File: src/rtl/csr_access_arbiter.sv
// ============================================================================
// csr_access_arbiter
// ----------------------------------------------------------------------------
// Serialises CSR instructions from NUM_REQS requesters onto the single read
// port and single write port of the CSR data store. Each accepted request is
// run as an atomic read-modify-write (CSRRW / CSRRS / CSRRC), and the CSR
// value from before the modification is returned on a response handshake.
//
// Build option:
//   CSR_ARB_RR_EN  defined   -> round-robin arbitration (priority starts at
//                               pointer+1, pointer moves to each winner)
//                  undefined -> fixed priority, lowest index wins
//
// Ports:
//   clk, reset          clock, synchronous active-high reset
//   req_valid/ready     per-requester handshake (ready is one-hot or zero)
//   req_op              per requester: 00 read, 01 RW, 10 RS, 11 RC
//   req_addr/wid/uuid   per requester CSR address, warp id, instruction uuid
//   req_data            per requester operand
//   csr_read_*          CSR store read port (read data is combinational)
//   csr_write_*         CSR store write port
//   rsp_valid/ready     response handshake
//   rsp_idx/uuid/data   requester index, uuid and old CSR value
//   busy                high whenever the FSM is not idle
// ============================================================================
module csr_access_arbiter #(
    parameter int NUM_REQS      = 2,
    parameter int CSR_ADDR_BITS = 12,
    parameter int NW_BITS       = 2,
    parameter int UUID_BITS     = 44,
    localparam int REQ_BITS     = (NUM_REQS > 1) ? $clog2(NUM_REQS) : 1
) (
    input  logic                            clk,
    input  logic                            reset,

    input  logic [NUM_REQS-1:0]             req_valid,
    output logic [NUM_REQS-1:0]             req_ready,
    input  logic [NUM_REQS*2-1:0]           req_op,
    input  logic [NUM_REQS*CSR_ADDR_BITS-1:0] req_addr,
    input  logic [NUM_REQS*NW_BITS-1:0]     req_wid,
    input  logic [NUM_REQS*UUID_BITS-1:0]   req_uuid,
    input  logic [NUM_REQS*32-1:0]          req_data,

    output logic                            csr_read_enable,
    output logic [CSR_ADDR_BITS-1:0]        csr_read_addr,
    output logic [NW_BITS-1:0]              csr_read_wid,
    output logic [UUID_BITS-1:0]            csr_read_uuid,
    input  logic [31:0]                     csr_read_data,

    output logic                            csr_write_enable,
    output logic [CSR_ADDR_BITS-1:0]        csr_write_addr,
    output logic [NW_BITS-1:0]              csr_write_wid,
    output logic [UUID_BITS-1:0]            csr_write_uuid,
    output logic [31:0]                     csr_write_data,

    output logic                            rsp_valid,
    input  logic                            rsp_ready,
    output logic [REQ_BITS-1:0]             rsp_idx,
    output logic [UUID_BITS-1:0]            rsp_uuid,
    output logic [31:0]                     rsp_data,

    output logic                            busy
);

    localparam logic [1:0] S_IDLE  = 2'd0;
    localparam logic [1:0] S_READ  = 2'd1;
    localparam logic [1:0] S_WRITE = 2'd2;
    localparam logic [1:0] S_RESP  = 2'd3;

    localparam logic [1:0] OP_RW = 2'b01;
    localparam logic [1:0] OP_RS = 2'b10;
    localparam logic [1:0] OP_RC = 2'b11;

    // ------------------------------------------------------------------
    // Per-requester views of the flattened request buses
    // ------------------------------------------------------------------
    logic [1:0]               w_op   [NUM_REQS];
    logic [CSR_ADDR_BITS-1:0] w_addr [NUM_REQS];
    logic [NW_BITS-1:0]       w_wid  [NUM_REQS];
    logic [UUID_BITS-1:0]     w_uuid [NUM_REQS];
    logic [31:0]              w_data [NUM_REQS];

    for (genvar gi = 0; gi < NUM_REQS; gi++) begin : g_unpack
        assign w_op[gi]   = req_op[gi*2 +: 2];
        assign w_addr[gi] = req_addr[gi*CSR_ADDR_BITS +: CSR_ADDR_BITS];
        assign w_wid[gi]  = req_wid[gi*NW_BITS +: NW_BITS];
        assign w_uuid[gi] = req_uuid[gi*UUID_BITS +: UUID_BITS];
        assign w_data[gi] = req_data[gi*32 +: 32];
    end

    // ------------------------------------------------------------------
    // State and latched request
    // ------------------------------------------------------------------
    logic [1:0]               r_state;
    logic [1:0]               r_op;
    logic [CSR_ADDR_BITS-1:0] r_addr;
    logic [NW_BITS-1:0]       r_wid;
    logic [UUID_BITS-1:0]     r_uuid;
    logic [31:0]              r_data;
    logic [REQ_BITS-1:0]      r_idx;
    logic [31:0]              r_old;
    logic [31:0]              r_wdata;

    // ------------------------------------------------------------------
    // Arbitration
    // ------------------------------------------------------------------
    logic                w_grant_found;
    logic [REQ_BITS-1:0] w_grant_idx;

`ifdef CSR_ARB_RR_EN
    logic [REQ_BITS-1:0] r_rr_ptr;

    // Scan starting one past the last winner so every requester is served
    // within NUM_REQS grants under continuous contention.
    always_comb begin
        logic [REQ_BITS-1:0] v_cand;
        w_grant_found = 1'b0;
        w_grant_idx   = '0;
        v_cand        = '0;
        for (int k = 0; k < NUM_REQS; k++) begin
            v_cand = REQ_BITS'((int'(r_rr_ptr) + 1 + k) % NUM_REQS);
            if (!w_grant_found && req_valid[v_cand]) begin
                w_grant_found = 1'b1;
                w_grant_idx   = v_cand;
            end
        end
    end

    always_ff @(posedge clk) begin
        if (reset) begin
            r_rr_ptr <= REQ_BITS'(NUM_REQS - 1);
        end else if (r_state == S_IDLE && w_grant_found) begin
            r_rr_ptr <= w_grant_idx;
        end
    end
`else
    always_comb begin
        logic [REQ_BITS-1:0] v_cand;
        w_grant_found = 1'b0;
        w_grant_idx   = '0;
        v_cand        = '0;
        for (int k = 0; k < NUM_REQS; k++) begin
            v_cand = REQ_BITS'(k);
            if (!w_grant_found && req_valid[v_cand]) begin
                w_grant_found = 1'b1;
                w_grant_idx   = v_cand;
            end
        end
    end
`endif

    // Reset gates the accept so nothing is handed over during a reset cycle.
    logic w_accept;
    assign w_accept = (r_state == S_IDLE) && w_grant_found && !reset;

    for (genvar gi = 0; gi < NUM_REQS; gi++) begin : g_ready
        assign req_ready[gi] = w_accept && (w_grant_idx == REQ_BITS'(gi));
    end

    // ------------------------------------------------------------------
    // Modify step, evaluated while the read port is active
    // ------------------------------------------------------------------
    logic [31:0] w_new;
    logic        w_need_write;

    always_comb begin
        w_new = csr_read_data;
        case (r_op)
            OP_RW:   w_new = r_data;
            OP_RS:   w_new = csr_read_data | r_data;
            OP_RC:   w_new = csr_read_data & ~r_data;
            default: w_new = csr_read_data;
        endcase
    end

    // Set/clear with a zero mask leaves the CSR untouched, so skip the write.
    assign w_need_write = (r_op == OP_RW) || (r_op[1] && (r_data != 32'd0));

    // ------------------------------------------------------------------
    // FSM
    // ------------------------------------------------------------------
    always_ff @(posedge clk) begin
        if (reset) begin
            r_state <= S_IDLE;
            r_op    <= '0;
            r_addr  <= '0;
            r_wid   <= '0;
            r_uuid  <= '0;
            r_data  <= '0;
            r_idx   <= '0;
            r_old   <= '0;
            r_wdata <= '0;
        end else begin
            case (r_state)
                S_IDLE: begin
                    if (w_grant_found) begin
                        r_op    <= w_op[w_grant_idx];
                        r_addr  <= w_addr[w_grant_idx];
                        r_wid   <= w_wid[w_grant_idx];
                        r_uuid  <= w_uuid[w_grant_idx];
                        r_data  <= w_data[w_grant_idx];
                        r_idx   <= w_grant_idx;
                        r_state <= S_READ;
                    end
                end
                S_READ: begin
                    r_old   <= csr_read_data;
                    r_wdata <= w_new;
                    r_state <= w_need_write ? S_WRITE : S_RESP;
                end
                S_WRITE: begin
                    r_state <= S_RESP;
                end
                S_RESP: begin
                    if (rsp_ready) begin
                        r_state <= S_IDLE;
                    end
                end
                default: r_state <= S_IDLE;
            endcase
        end
    end

    // ------------------------------------------------------------------
    // Outputs
    // ------------------------------------------------------------------
    assign csr_read_enable  = (r_state == S_READ);
    assign csr_read_addr    = r_addr;
    assign csr_read_wid     = r_wid;
    assign csr_read_uuid    = r_uuid;

    // A reset landing in WRITE must not let the store commit the value.
    assign csr_write_enable = (r_state == S_WRITE) && !reset;
    assign csr_write_addr   = r_addr;
    assign csr_write_wid    = r_wid;
    assign csr_write_uuid   = r_uuid;
    assign csr_write_data   = r_wdata;

    assign rsp_valid = (r_state == S_RESP);
    assign rsp_idx   = r_idx;
    assign rsp_uuid  = r_uuid;
    assign rsp_data  = r_old;

    assign busy = (r_state != S_IDLE);

endmodule

File: config.mk
export PLATFORM = sky130hd
export DESIGN_NAME = csr_access_arbiter
export DESIGN_NICKNAME = d
export VERILOG_FILES = /design/src/rtl/csr_access_arbiter.sv
export SDC_FILE = /design/constraint.sdc
export NUM_CORES = 1
export LEC_CHECK = 0
export BUFFER_PORTS_ARGS = -buffer_cell sky130_fd_sc_hd__buf_2
export CELL_PAD_IN_SITES_DETAIL_PLACEMENT = 1
export CELL_PAD_IN_SITES_GLOBAL_PLACEMENT = 1
export CORE_AREA = 2 2 175 177
export CTS_CLUSTER_SIZE = 24
export DETAILED_ROUTE_END_ITERATION = 10
export DIE_AREA = 0 0 177 179
export HOLD_SLACK_MARGIN = 0.1
export PLACE_DENSITY = 0.73
export SLEW_MARGIN = 15
export SYNTH_ARGS = -nofsm -noshare
export SYNTH_HDL_FRONTEND = slang
export SYNTH_SLANG_ARGS = --single-unit
File: constraint.sdc
create_clock -name clk -period 3.6 [get_ports clk]
set_clock_uncertainty 0.2 [all_clocks]
set_input_delay 0 -clock clk [delete_from_list [all_inputs] [get_ports clk]]
set_output_delay 0 -clock clk [all_outputs]
set_load 0.01 [all_outputs]
==> Word level (Yosys, flattened, before mapping) <==
Index checks and enable logic that the tools add are counted.
{ "word_totals": {"reg_bits": 159, "inputBits": 221, "output_inout_bits": 231, "elab_cells": 61} }
{ "classes": {"magnitude_cmp": 1, "n_eq_ne": 8, "n_mux": 23, "bitwise_logic": 5, "n_reduce_logical": 15} }
{ "ops": {"columns": ["op", "count"], "rows": [
  ["$mux W44", 3],
  ["$mux W32", 3],
  ["$pmux W32 S3", 1],
  ["$mux W12", 3],
  ["$and A32 B32 Y32", 1],
  ["$not A32 Y32", 1],
  ["$or A32 B32 Y32", 1],
  ["$reduce_bool A32 Y1", 1],
  ["$mux W2", 8],
  ["$eq A2 B2 Y1 const B", 4],
  ["$pmux W2 S4", 1],
  ["$logic_and A1 B1 Y1", 7],
  ["$eq A2 B1 Y1 const B", 2],
  ["$mux W1", 4],
  ["$reduce_and A2 Y1", 2],
  ["$ge A2 B2 Y1 const B", 1],
  ["$logic_not A1 Y1", 2],
  ["$logic_not A2 Y1", 1],
  ["$ne A2 B1 Y1 const B", 1],
  ["$ne A2 B2 Y1 const B", 1],
  ["$not A1 Y2", 1],
  ["$reduce_bool A2 Y1", 1],
  ["$logic_or A1 B1 Y1", 1],
  ["$not A1 Y1", 1]
]} }

==> Depth between registers and ports, before layout <==
Gate-level depths: netlist of run 1.
{ "depth": {"depth_word": 8, "ltp_mapped": 8, "ltp_nobuf": 6} }

==> Worst setup path after synthesis of run 1 <==
Ideal clock, no wire load.
{ "synth_timing": {"path_type": "register -> register", "start": "register r_state[0]", "end": "register r_addr[0] (netlist: csr_read_addr[0])", "t_arrival_ns": 1.581, "slack_ns": 1.696, "path_stages_with_launch": 9, "path_buffers": 2, "cell_sequence": "dfxtp_1 -> inv_1 -> ha_1 -> inv_1 -> nor3b_1 -> buf_2 -> buf_2 -> a222oi_1 -> inv_1"} }
{ "synth_via": {"elab_chain_len": 2} }
{ "synth_lines": {"columns": ["element", "line", "text"], "rows": [
  ["from (decl)", "94", "logic [1:0] r_state;"],
  ["from (signal assigned)", "209", "r_state <= w_need_write ? S_WRITE : S_RESP;"],
  ["$logic_not A2 Y1", "194", "case (r_state)"],
  ["$reduce_and A2 Y1 (no source line)", null, null],
  ["to (signal assigned)", "198", "r_addr <= w_addr[w_grant_idx];"],
  ["to (decl)", "96", "logic [CSR_ADDR_BITS-1:0] r_addr;"]
]} }
Every way passes these cells.
A chain may end at the register's enable or synchronous reset.

==> Worst setup path in the final report of run 1 <==
{ "layout_timing": {"start": "register r_state[0]", "end": "register r_wid[0] (netlist: csr_read_wid[0])"} }
{ "layout_via": {"elab_chain_len": 2} }
{ "layout_lines": {"columns": ["element", "line", "text"], "rows": [
  ["$logic_not A2 Y1", "194", null],
  ["$reduce_and A2 Y1 (no source line)", null, null],
  ["to (signal assigned)", "199", "r_wid <= w_wid[w_grant_idx];"],
  ["to (decl)", "97", "logic [NW_BITS-1:0] r_wid;"]
]} }
Every way passes these cells.

==> results of run 1 <==
[where the power goes]
part           total, mW  internal, mW  switching, mW
Clock               2.01          1.24          0.770
Sequential          2.71          2.23          0.482
Combinational       3.44          1.61           1.82
[layout make-up]
type,instances,area (µm²)
antenna,4,10.0
fill,3505,18100
sequential,159,3180
timing repair buffer,681,4530
inverter,96,360
clock buffer,20,447
multi-input combinational,351,2710
clock inverter,10,185
tap,396,495
[per-stage QoR]
step                hold WS [ns]  power, mW
finish                     0.121       8.16
floorplan                -0.0622       4.62
global placement          0.0217       5.52
detailed placement        0.0306       5.60
global route               0.157       8.61
CTS                        0.127       8.12
[path summary, 6_finish.rpt]
path         cells after the start  slack, ns                            to                    start
max reg2reg                      8       0.54  csr_read_wid[0]$_SDFFE_PP0P_  r_state[0]$_SDFFE_PP0P_
min reg2reg                      1       0.26          rsp_idx$_SDFFE_PP0P_     rsp_idx$_SDFFE_PP0P_
max                              8       0.54  csr_read_wid[0]$_SDFFE_PP0P_  r_state[0]$_SDFFE_PP0P_
min                              3       0.12      rsp_data[2]$_SDFFE_PP0P_                    reset
[sequential cells by signal (all words and copies together) (netlist names)]
| signal | count |
|---|---|
| csr_read_addr | 12 |
| csr_read_uuid | 44 |
| csr_read_wid | 2 |
| csr_write_data | 32 |
| r_data | 32 |
| r_op | 2 |
| r_state | 2 |
| rsp_data | 32 |
| rsp_idx | 1 |
[kinds of logic (layout without fill, tap and decap cells)]
logic type	Yosys count	in the layout	synth area share [%]
AOI/OAI and AO/OA	193	193	22.7
adders and majority gates	5	5	0.865
buffers and inverters	258	807	19.1
DFF	159	159	44.0
muxes	34	34	4.72
other	0	4	0
and+or+nand+nor	119	119	8.61
[worst max-delay path: cells and delay by family (launching register included)]
family          cells  cell delay (ns)
fa+ha+maj           1             0.24
compound gates      1             0.22
buf+inv             5             1.59
flops               1             0.37
simple gates        1             0.33
[cells in the final DEF (no fill, tap or decap), types with 2 or more instances in the layout]
cell           synthesis  routed
buf_2                 27     451
clkinv_2               0       2
a21oi_1               35      34
mux2i_1               33      33
or2_2                  3       3
nor2_1                35      35
clkbuf_16              0      17
dfxtp_1              159     159
nand2b_1              33      33
o2111ai_1             31      31
inv_1                 96      96
nor4_1                 3       3
clkbuf_1              33       2
diode_2                0       4
ha_1                   5       4
nand2_1               31      31
a222oi_1              92      92
dlygate4sd3_1          0     217
or3_1                  2       2
nor4_2                 3       3
nand4_1                2       2
buf_4                102      13
bufinv_16              0       5
a21o_1                31      31
[layer usage]
metal	up-vias	part of all wire, %
met5	-	0.046
met4	2	3.0
met3	62	5.9
met2	376	52
met1	4148	39
li1	3763	-
[repair_timing]
action | CTS | global route
hold buffers | 217 | 0
endpoints found under the setup margin | 0 | 0
hold endpoints to repair | 158 | 0
==> qor.csv, run 1 <==
metric,value,unit
clk_pin_slew,0.07,ns
hold_path_class,input pin to flop,
use_met1,23.7,%
setup-violations-final,0,
htreeDepth,4,
row_count,64,
stdcell_count,1717,
drive_gt1_share,38.4,%
post_dp_cell_area,9100,µm²
drtIter0Drc,683,
final_core_util,39.7,%
grt_util_met2,37.9,%
synth_area_leaders,"dfxtp_1 44%, a222oi_1 13%, buf_4 11%, inv_1 5.0%, mux2i_1 4.6%",
cap_viol_max_count,0,
io_buffers,451,
yosysMostFrequentCell,dfxtp_1,
p_leak,6.06,nW
via_per_inst,4.86,
fin_crit_sh,84.9,%
worstPathRequired,3.77,ns
num-nets-final,1532,
crit_slowest_cell,dlygate4sd3_1,
grt_pass1_wl,50.6,mm
root_buffer,clkbuf_16,
async_flop_share,0,%
syn-cell-area,7240,µm²
final_area,11900,µm²
synth_largest_area_cell,dfxtp_1,
vias,8351,
cts_setup_buffers,0,
core,30000,µm²
cts_tree,done,
avgSynthCellArea,9.42,µm²
routed_wirelength,35.1,mm
rsz0062_at_grt,false,
grt.overflow.total,0,
insertion_delay,0.43,ns
syn_nets,994,
placedCellCount,1466,
drc_errors,0,
detail_route.wl_per_cell,20.5,µm
cp_data_arrival_time,3.23,ns
clock_sinks,159,
worst_slack,0.543,ns
synthFlopType,dfxtp_1,
synth_warnings,0,
critPathLaunchType,flop,
relSlewSlack,41.4,%
grt_max_degree,68,
ctsResizeCount,0,
slew_viol_final,0,
place_congestion,0.785,
fin_crit,3.06,ns
cpMostUsedCell,inv_1,
cp-end-kind,flop,
area_delta_synth_final,64.6,%
critPathMaxStageDelay,0.63,ns
grtUsageTotal,20.9,%
cp_max_fo,63,
initial_utilization,24.1,%
synthCells,768,
antenna_found_initial,5,
post-dp-hpwl,21.7,mm
criticalPathCategory,flop to flop,
die_x,177,µm
dp_slack,1.19,ns
vdd_drop_max,363,µV
fin_tns_setup,0,ns
status,"finished, final reports clean",
ys_seq_elements,159,
busiest_layer,met2,
hold_viol_final,0,
die_h,179,µm
netlist_top_cells_count,"159 x dfxtp_1, 102 x buf_4, 96 x inv_1",
netlist.area_leader.share,44.0,%
grt_pass1_vias,8710,
clock.fmax,327,MHz
globalRouteMet3Util,4.50,%
clockBufferDepth,2,
crit_chain,"inv_1, ha_1, inv_1, nor4b_4, buf_4, a222oi_1, dlygate4sd3_1, inv_1",
worst_pin_slew,0.879,ns
power_density,685,nW/µm²
synth_edf_count,0,
ys_seq_area_share,44.0,%
first_pass_iters,9,
dieArea,31700,µm²
synthDistinctLibCells,30,
cts_buffers,17,
drtAntennaViolNets,0,
io_pins,452,
No activity file was read; power rests on OpenSTA's default activity.
==> run 2, diff against run 1 <==
Settings changed: CORE_AREA 2 2 175 177 to 2 2 177 179, DIE_AREA 0 0 177 179 to 0 0 179 181, PLACE_DENSITY 0.73 to 0.74.
Clock period 3.6 ns to 2.5 ns, I/O delays scaled along.
==> qor.csv, run 2 (synthesis results as in run 1) <==
metric,value,unit,change
place_congestion,0.829,,was 0.785
dieArea,32400,µm²,was 31700 µm²
setup-violations-final,0,,unchanged
cp-end-kind,flop,,unchanged
antenna_found_initial,2,,was 5
first_pass_iters,9,,unchanged
mostFrequentLayoutCells,"451 x buf_2, 219 x dlygate4sd3_1, 159 x dfxtp_1, 96 x inv_1, 92 x a222oi_1",,"was 451 x buf_2, 217 x dlygate4sd3_1, 159 x dfxtp_1, 96 x inv_1, 92 x a222oi_1"
dp_slack,0.306,ns,was 1.19 ns
cp_data_arrival_time,2.49,ns,was 3.23 ns
worst_pin_slew,0.826,ns,was 0.879 ns
relSlewSlack,44.9,%,was 41.4%
cap_viol_max_count,0,,unchanged
crit_chain,"inv_1, ha_1, inv_1, nor4b_4, buf_4, bufbuf_16, a222oi_1, inv_1",,"was inv_1, ha_1, inv_1, nor4b_4, buf_4, a222oi_1, dlygate4sd3_1, inv_1"
detail_route.wl_per_cell,21.0,µm,was 20.5 µm
grt.overflow.total,0,,unchanged
slew_viol_final,0,,unchanged
fill_cells,3487,,was 3505
clockBufferDepth,2,,unchanged
via_per_inst,4.88,,was 4.86
worstPathRequired,2.60,ns,was 3.77 ns
stdcell_count,1725,,was 1717
vias,8425,,was 8351
crit_slowest_cell,dfxtp_1,,was dlygate4sd3_1
p_leak,6.34,nW,was 6.06 nW
criticalPathCategory,flop to flop,,unchanged
post_dp_cell_area,9220,µm²,was 9100 µm²
io_pins,452,,unchanged
hold_path_class,input pin to flop,,unchanged
cp_max_fo,29,,was 63
placedCellCount,1470,,was 1466
final_core_util,39.9,%,was 39.7%
routed_wirelength,36.3,mm,was 35.1 mm
die_x,179,µm,was 177 µm
final_common_cell,buf_2,,unchanged
drc_errors,0,,unchanged
final_area,12100,µm²,was 11900 µm²
critPathMaxStageDelay,0.45,ns,was 0.63 ns
io_buffers,451,,unchanged
critPathLaunchType,flop,,unchanged
cts_buffers,17,,unchanged
row_count,64,,unchanged
die_h,181,µm,was 179 µm
hold_viol_final,0,,unchanged
cpMostUsedCell,inv_1,,unchanged
worst_slack,0.110,ns,was 0.543 ns
grt_pass1_wl,53.6,mm,was 50.6 mm
grt_pass1_vias,8973,,was 8710
clock.fmax,418,MHz,was 327 MHz
drive_gt1_share,38.9,%,was 38.4%
drtAntennaViolNets,0,,unchanged
area_delta_synth_final,67.6,%,was 64.6%
root_buffer,clkbuf_16,,unchanged
grtUsageTotal,21.7,%,was 20.9%
core,30300,µm²,was 30000 µm²
post-dp-hpwl,22.2,mm,was 21.7 mm
largest_reg_flops,44,,unchanged
ctsResizeCount,0,,unchanged
fin_crit_sh,95.6,%,was 84.9%
vdd_drop_max,479,µV,was 363 µV
drtIter0Drc,569,,was 683
rsz0062_at_grt,true,,was false
status,"finished, final reports clean",,unchanged
cts_tree,done,,unchanged
clk_pin_slew,0.07,ns,about the same
initial_utilization,23.8,%,was 24.1%
num-nets-final,1541,,was 1532
clock_sinks,159,,unchanged
grt_max_degree,68,,unchanged
insertion_delay,0.42,ns,was 0.43 ns
fin_tns_setup,0,ns,unchanged
htreeDepth,4,,unchanged
fin_crit,2.39,ns,was 3.06 ns
power_density,954,nW/µm²,was 685 nW/µm²
run 2: cell count changes in the layout (fill, tap and decap cells not counted):
cell,previous run,this run
inv_8,0,1
clkinvlp_4,1,2
buf_4,13,12
dlygate4sd3_1,217,219
nand2b_2,0,1
nand2b_1,33,32
buf_12,0,7
clkinv_2,2,0
diode_2,4,1
clkbuf_8,1,2
bufbuf_16,0,1
inv_6,1,2
run 2: worst paths after layout:
path / from / to / slack [ns] / depth (start not counted)
worst max register to register: r_state[0]$_SDFFE_PP0P_ / csr_read_uuid[31]$_SDFFE_PP0P_ / 0.11 / 8
worst min-delay path: req_valid[1] / rsp_idx$_SDFFE_PP0P_ / 0.14 / 5
worst max-delay path: r_state[0]$_SDFFE_PP0P_ / csr_read_uuid[31]$_SDFFE_PP0P_ / 0.11 / 8
worst min register to register: rsp_idx$_SDFFE_PP0P_ / rsp_idx$_SDFFE_PP0P_ / 0.26 / 1
run 2: stage by stage:
| stage | power, mW | hold WS, ns |
|---|---|---|
| finish | 11.6 | 0.136 |
| floorplan | 6.65 | -0.0622 |
| global route | 12.2 | 0.138 |
| CTS | 11.6 | 0.108 |
| detailed placement | 8.22 | 0.0304 |
| global placement | 8.10 | 0.0234 |
run 2: final cells by class:
| cell class | instances | area, µm² | share of cell area (%) |
|---|---|---|---|
| multi-input combinational | 351 | 2710 | 22.3 |
| clock inverter | 11 | 203 | 1.67 |
| timing repair buffer | 690 | 4710 | 38.9 |
| sequential | 159 | 3180 | 26.3 |
| clock buffer | 21 | 460 | 3.80 |
| tap | 396 | 495 | 4.09 |
| inverter | 96 | 360 | 2.97 |
| antenna | 1 | 2.50 | 0.0206 |
run 2: worst max-delay path, delay by kind of cell, from the launching register on:
| family | cells | cell delay [ns] |
|---|---|---|
| AOI/OAI and AO/OA | 1 | 0.37 |
| buffers and inverters | 5 | 0.88 |
| DFF | 1 | 0.45 |
| adders and majority gates | 1 | 0.26 |
| and+or+nand+nor | 1 | 0.09 |
run 2: layer usage:
| layer | wire (µm) | track usage (%) | vias to the layer above |
|---|---|---|---|
| met1 | 13800 | 24.1 | 4144 |
| met3 | 2110 | 4.27 | 81 |
| li1 | - | - | 3782 |
| met4 | 1360 | 9.33 | 2 |
| met2 | 19000 | 39.5 | 416 |
| met5 | 11 | 0 | - |
run 2: what timing repair did:
item | CTS | global route
endpoints found under the hold margin | 159 | 0
setup buffers | 0 | 2
pin swaps | 0 | 1
endpoints found under the setup margin | 1 | 2
hold buffers | 219 | 0
gates cloned | 1 | 0
run 2: where the power goes:
| group | total (mW) | internal [mW] | leakage, nW | switching, mW |
|---|---|---|---|---|
| Combinational | 4.66 | 2.10 | 4.72 | 2.57 |
| Sequential | 3.90 | 3.20 | 1.30 | 0.694 |
| Clock | 3.01 | 1.85 | 0.316 | 1.16 |
| Total | 11.6 | 7.14 | 6.34 | 4.43 |
